[config.mk]
export PLATFORM = sky130hd
export DESIGN_NAME = dma_engineer_arbiter
export DESIGN_NICKNAME = d
export VERILOG_FILES = /design/src/rtl/dma_engineer_arbiter.sv
export SDC_FILE = /design/constraint.sdc
export NUM_CORES = 1
export LEC_CHECK = 0
export BUFFER_PORTS_ARGS = -buffer_cell sky130_fd_sc_hd__buf_2
export CELL_PAD_IN_SITES_DETAIL_PLACEMENT = 2
export CELL_PAD_IN_SITES_GLOBAL_PLACEMENT = 2
export CORE_AREA = 2 2 513 515
export CTS_CLUSTER_SIZE = 25
export DETAILED_ROUTE_END_ITERATION = 8
export DIE_AREA = 0 0 515 517
export GPL_TIMING_DRIVEN = 0
export PLACE_DENSITY_LB_ADDON = 0.1
export SETUP_SLACK_MARGIN = 0.02
export SYNTH_ARGS = -nofsm -noshare
export SYNTH_HDL_FRONTEND = slang
export SYNTH_SLANG_ARGS = --single-unit
[constraint.sdc]
create_clock -name clk -period 1.8 [get_ports clk]
set_clock_uncertainty 0.15 [all_clocks]
set_input_delay 0.09 -clock clk [delete_from_list [all_inputs] [get_ports clk]]
set_output_delay 0.09 -clock clk [all_outputs]
set_load 0.01 [all_outputs]
[src/rtl/dma_engineer_arbiter.sv]
// ---------------------------------------------------------------------------
// dma_engineer_arbiter
//
// Shares one DMA weight-fetch engine between N_REQ layer controllers. Each
// layer keeps its own req/ack/start_addr/length/dout_en/dout_eop interface.
// Layers are granted one at a time in round-robin order. The winner's request
// is latched and forwarded to the engine. The returned beat stream is routed
// to the granted layer until end-of-packet, and then the next layer is granted.
//
// Ports
//   clk, rst                  clock, asynchronous active-low reset
//   lyr_req[N_REQ]            per-layer request (level, held until ack)
//   lyr_start_addr, lyr_length  per-layer request fields, layer i at
//                             [i*ADDR_W +: ADDR_W]
//   lyr_ack[N_REQ]            one-cycle ack pulse to the granted layer
//   lyr_dout_en/eop[N_REQ]    beat valid / last beat, granted layer only
//   lyr_dout                  beat data, broadcast to all layers
//   dma_engineer_*            engine-side request/ack and beat stream
//   busy                      high whenever a grant is active (not IDLE)
//   grant_idx                 current or last winner
//   err_stray                 sticky: beat seen while no grant was active
// ---------------------------------------------------------------------------
`timescale 1ns/1ps

module dma_engineer_arbiter #(
    parameter int N_REQ  = 4,
    parameter int ADDR_W = 27,
    parameter int DATA_W = 512,
    parameter int IDX_W  = 2
) (
    input  logic                      clk,
    input  logic                      rst,   // active low
    input  logic [N_REQ-1:0]          lyr_req,
    input  logic [N_REQ*ADDR_W-1:0]   lyr_start_addr,
    input  logic [N_REQ*ADDR_W-1:0]   lyr_length,
    output logic [N_REQ-1:0]          lyr_ack,
    output logic [N_REQ-1:0]          lyr_dout_en,
    output logic [N_REQ-1:0]          lyr_dout_eop,
    output logic [DATA_W-1:0]         lyr_dout,
    output logic                      dma_engineer_req,
    input  logic                      dma_engineer_ack,
    output logic [ADDR_W-1:0]         dma_engineer_start_addr,
    output logic [ADDR_W-1:0]         dma_engineer_length,
    input  logic                      dma_engineer_dout_en,
    input  logic                      dma_engineer_dout_eop,
    input  logic [DATA_W-1:0]         dma_engineer_dout,
    output logic                      busy,
    output logic [IDX_W-1:0]          grant_idx,
    output logic                      err_stray
);

    typedef enum logic [1:0] {
        ST_IDLE = 2'd0,
        ST_REQ  = 2'd1,
        ST_XFER = 2'd2
    } state_e;

    state_e              state_q, state_d;
    logic [IDX_W-1:0]    rr_ptr_q, rr_ptr_d;
    logic [IDX_W-1:0]    grant_idx_q, grant_idx_d;
    logic                req_q, req_d;
    logic [ADDR_W-1:0]   addr_q, addr_d;
    logic [ADDR_W-1:0]   len_q, len_d;
    logic [N_REQ-1:0]    ack_q, ack_d;
    logic                err_q, err_d;

    logic                win_valid;
    logic [IDX_W-1:0]    win_idx;
    logic [ADDR_W-1:0]   win_addr;
    logic [ADDR_W-1:0]   win_len;
    logic [N_REQ-1:0]    grant_oh;
    logic [IDX_W-1:0]    rr_next;

    // Round-robin search: first set request scanning upward from rr_ptr,
    // wrapping modulo N_REQ. Only indices below N_REQ are ever visited.
    always_comb begin
        // NOTE: every variable gets a default before any conditional
        // assignment so no path leaves it unassigned (no inferred latch).
        int idx;
        idx       = 0;
        win_valid = 1'b0;
        win_idx   = '0;
        for (int k = 0; k < N_REQ; k++) begin
            idx = int'(rr_ptr_q) + k;
            if (idx >= N_REQ) begin
                idx = idx - N_REQ;
            end
            for (int j = 0; j < N_REQ; j++) begin
                if (!win_valid && (j == idx) && lyr_req[j]) begin
                    win_valid = 1'b1;
                    win_idx   = IDX_W'(j);
                end
            end
        end
    end

    // Winner's request fields and the one-hot decode of the active grant.
    always_comb begin
        win_addr = '0;
        win_len  = '0;
        grant_oh = '0;
        for (int j = 0; j < N_REQ; j++) begin
            if (IDX_W'(j) == win_idx) begin
                win_addr = lyr_start_addr[j*ADDR_W +: ADDR_W];
                win_len  = lyr_length[j*ADDR_W +: ADDR_W];
            end
            grant_oh[j] = (IDX_W'(j) == grant_idx_q);
        end
    end

    assign rr_next = (grant_idx_q == IDX_W'(N_REQ - 1)) ? '0
                                                        : grant_idx_q + IDX_W'(1);

    // State register.
    always_ff @(posedge clk or negedge rst) begin
        if (!rst) begin
            state_q     <= ST_IDLE;
            rr_ptr_q    <= '0;
            grant_idx_q <= '0;
            req_q       <= 1'b0;
            addr_q      <= '0;
            len_q       <= '0;
            ack_q       <= '0;
            err_q       <= 1'b0;
        end else begin
            // NOTE: non-blocking assignments so every flop samples the values
            // from before this edge, independent of statement order.
            state_q     <= state_d;
            rr_ptr_q    <= rr_ptr_d;
            grant_idx_q <= grant_idx_d;
            req_q       <= req_d;
            addr_q      <= addr_d;
            len_q       <= len_d;
            ack_q       <= ack_d;
            err_q       <= err_d;
        end
    end

    // Next-state logic.
    always_comb begin
        state_d     = state_q;
        rr_ptr_d    = rr_ptr_q;
        grant_idx_d = grant_idx_q;
        req_d       = req_q;
        addr_d      = addr_q;
        len_d       = len_q;
        ack_d       = '0;
        // A beat with no active grant has nowhere to go; remember it.
        err_d       = err_q | (dma_engineer_dout_en & (state_q == ST_IDLE));

        unique case (state_q)
            ST_IDLE: begin
                if (win_valid) begin
                    state_d     = ST_REQ;
                    grant_idx_d = win_idx;
                    addr_d      = win_addr;
                    len_d       = win_len;
                    req_d       = 1'b1;
                end
            end
            ST_REQ: begin
                if (dma_engineer_ack) begin
                    req_d = 1'b0;
                    ack_d = grant_oh;
                    // Single-beat packet finishing in the ack cycle skips XFER.
                    if (dma_engineer_dout_eop) begin
                        state_d  = ST_IDLE;
                        rr_ptr_d = rr_next;
                    end else begin
                        state_d  = ST_XFER;
                    end
                end
            end
            ST_XFER: begin
                if (dma_engineer_dout_en && dma_engineer_dout_eop) begin
                    state_d  = ST_IDLE;
                    rr_ptr_d = rr_next;
                end
            end
            default: begin
                state_d = ST_IDLE;
            end
        endcase
    end

    // Outputs: registered handshake, combinational beat routing.
    always_comb begin
        busy                    = (state_q != ST_IDLE);
        grant_idx               = grant_idx_q;
        dma_engineer_req        = req_q;
        dma_engineer_start_addr = addr_q;
        dma_engineer_length     = len_q;
        lyr_ack                 = ack_q;
        err_stray               = err_q;
        lyr_dout                = dma_engineer_dout;
        lyr_dout_en             = grant_oh & {N_REQ{dma_engineer_dout_en  & busy}};
        lyr_dout_eop            = grant_oh & {N_REQ{dma_engineer_dout_eop & busy}};
    end

endmodule

==> impl_results.md <==
- Status: complete, but fails checks
- Failing checks: setup timing
- Setup TNS: -21270 ps
- Antenna Nets Post-Route: 0
- Vias in the first global route: 13295
- Kind of critical path: register to register
- Critical path endpoint category: register
- Pre-CTS setup slack: -1170 ps
- Share of cells above drive strength 1: 0.749
- First-pass GRT wire length: 118 mm
- Sequential area share after synthesis: 0.183
- Area growth syn-to-layout: 138%
- Vias: 11553
- Initial core utilization: 0.0345
- Ports: 1320
- Final setup viols: 64
- Max Fclk: 443 MHz
- Final wirelength: 95.8 mm
- Leakage power: 9.24 nW
- Slew headroom: 0.469
- Int Power: 0.00905 W
- Final #Nets: 2857
- Die Y: 517 µm
- Hpwl dp: 82.1 mm
- PortBufs: 804
- Switching fraction of total power: 0.514
- WL per Instance: 17.3 µm
- Startpoint Class: register
- Gr usage total: 0.0672
- Net Switching: 0.00959 W
- PwrDens: 869 mW/mm²
- Clock Latency Late Sink: 440 ps
- Max-Cap Viols: 0
- Initial antenna violation count: 31
- H-tree Lvls: 3
- Iteration-0 DRC Markers: 169
- Synth unique cells: 41
- Final Hold Fails: 0
- Syn. warnings: 0
- Hold WC Path Type: input port to register
- TritonCTS clock tree: yes
- Mapped Avg Cell Area: 8.70 µm²
- Die W: 515 µm
- Root Driver: clkbuf_16
- Die area: 0.266 mm²
- Vias per cell: 2.08
- Num CTS Buffers: 9
- Cells taking the most area after synthesis: buf_4 (44%), dfrtp_1 (18%), a221oi_2 (8.3%), o2bb2ai_1 (5.2%), a21oi_2 (4.9%)
- Most frequent cells in the layout: buf_2 (800), buf_4 (544), dlygate4sd3_1 (221)
- Worst setup margin: -460 ps
- Clock-pin slew on the worst setup and hold paths: 90 ps
- Max-slew violation count: 0
- CTS Buffer Depth: 2
- R2R setup slack: -460 ps
- Final period util: 1.26
- Pre-Repair DR Iteration Count: 4
- Final GP Congestion: 0.854
- Largest net degree at the start of global routing: 40
- RSZ-0062 raised after global routing: yes
- Sink Count: 66
- Synthesized area: 0.00900 mm²
- Row cnt: 188
- Yosys top cell area share: 0.436
- Worst Path Max Fanout: 7
- Synth area leader: buf_4
- Worst-Margin Slew: 796 ps
- Post-layout minimum cycle time: 2260 ps
- Synthesized Nets: 1776
- Commonest non-fill, non-tap cell in the layout: buf_2
- Post-Syn Instances: 1035
- Overflow after GRT: 0
- Clock share of power: 0.114
- Worst vdd ir: 0.606 mV
- Register share of total power: 0.143
- Worst EP required: 1990 ps
- Core Area: 0.261 mm²
- # DRC: 0
- Logic pwr share: 0.743
- CP arrival: 2450 ps
- Flops & latches, synth: 66
==> final cells by class <==
cell class | count | area [µm²]
diodes | 13 | 32.5
fillers | 31003 | 240000
inverters | 9 | 37.5
well taps | 3420 | 4280
multi-input cells | 388 | 3710
clock inverters | 7 | 46.3
repair buffers | 1071 | 6920
flip-flops and latches | 66 | 1660
clock buffers | 9 | 225
plain buffers | 571 | 4530
==> critical path, cell delays in order (launching register included) <==
cell,delay (ps)
dfrtp_2,390
and2b_4,220
buf_12,120
a2111oi_4,170
buf_4,190
a211oi_4,50
buf_12,170
buf_16,180
a221oi_4,350
a21oi_2,80
==> cell families (layout without fill, tap and decap cells) <==
logic type	count (synthesis)	count (layout)	synth area share
other	0	13	0
muxes	1	1	0.00125
adders and majority gates	4	4	0.00556
and+or+nand+nor	90	91	0.0470
DFF	66	66	0.183
AOI/OAI and AO/OA	292	292	0.290
buffers and inverters	582	1667	0.473
==> power by group through the flow <==
| stage | registers, W | logic [W] | clock network (W) |
|---|---|---|---|
| finish | 0.00266 | 0.0138 | 0.00213 |
| global route | 0.00278 | 0.0151 | 0.00240 |
| CTS | 0.00269 | 0.0137 | 0.00243 |
| detailed placement | 0.00270 | 0.0114 | 0 |
| global placement | 0.00267 | 0.0113 | 0 |
| floorplan | 0.00288 | 0.00528 | 0 |
==> repair_timing <==
action,4_1_cts,5_1_grt
gates cloned,3,4
endpoints found under the hold margin,125,0
pin swaps,29,16
endpoints found under the setup margin,67,66
hold buffers,222,0
gates resized for setup,156,57
buffers inserted,30,10
==> metal layers <==
metal  GRT usage  vias to the layer above  part of all wire
li1            -                     5222                 -
met1      0.0668                     5532              0.35
met2       0.132                      728              0.56
met3      0.0165                       63             0.063
met4      0.0269                        8             0.030
met5           0                        -           0.00057
==> path summary, 6_finish.rpt <==
check	start	endpoint	cells past startpoint
max	rr_ptr_q[0]	dma_engineer_length[18]	9
min	lyr_req[3]	dma_engineer_length[11]	4
max reg2reg	rr_ptr_q[0]	dma_engineer_length[18]	9
min reg2reg	err_stray	err_stray	1
max in group asynchronous	rst	grant_idx[1]	4
min in group asynchronous	rst	dma_engineer_length[17]	3
==> sequential cells by signal, summed over array words and instances (netlist names) <==
register                 count
rr_ptr_q                     2
lyr_ack                      4
dma_engineer_start_addr     27
dma_engineer_length         27
err_stray                    1
grant_idx                    2
state_q                      2
dma_engineer_req             1
==> synth_stat cells <==
cell type	n
and3b_1	1
a2111oi_4	2
inv_2	1
a21o_1	56
o311a_1	2
nand2_1	8
a2bb2oi_1	1
a211oi_4	1
o21ai_1	1
nor2b_1	1
o211ai_1	1
dfrtp_1	66
buf_6	12
o2bb2ai_1	53
o221ai_1	1
and2_1	5
and3_1	8
and2b_4	1
a21oi_2	50
or4_4	1
o21ai_0	60
a31oi_1	1
o21a_1	1
nand3b_1	2
nor2_1	59
o311ai_2	1
a221oi_2	50
a221oi_1	3
a21oi_1	5
buf_4	523
ha_1	4
o31ai_1	1
o221a_2	1
buf_2	18
inv_1	8
nor2_8	1
clkbuf_1	20
or3_1	1
nand2b_1	2
a211oi_1	1
mux2_2	1
==> per-stage QoR <==
step	power [W]	hold WS, ps	util	cell area [µm²]	std cells
finish	0.0186	122	0.0822	21500	5554
global route	0.0203	101	0.0821	21400	5547
CTS	0.0188	27.8	0.0802	21000	5532
detailed placement	0.0141	-104	0.0667	17400	5261
global placement	0.0140	154	0.0665	17400	5259
floorplan	0.00816	-356	-	9050	1035
Power figures use the tool's default switching activity.
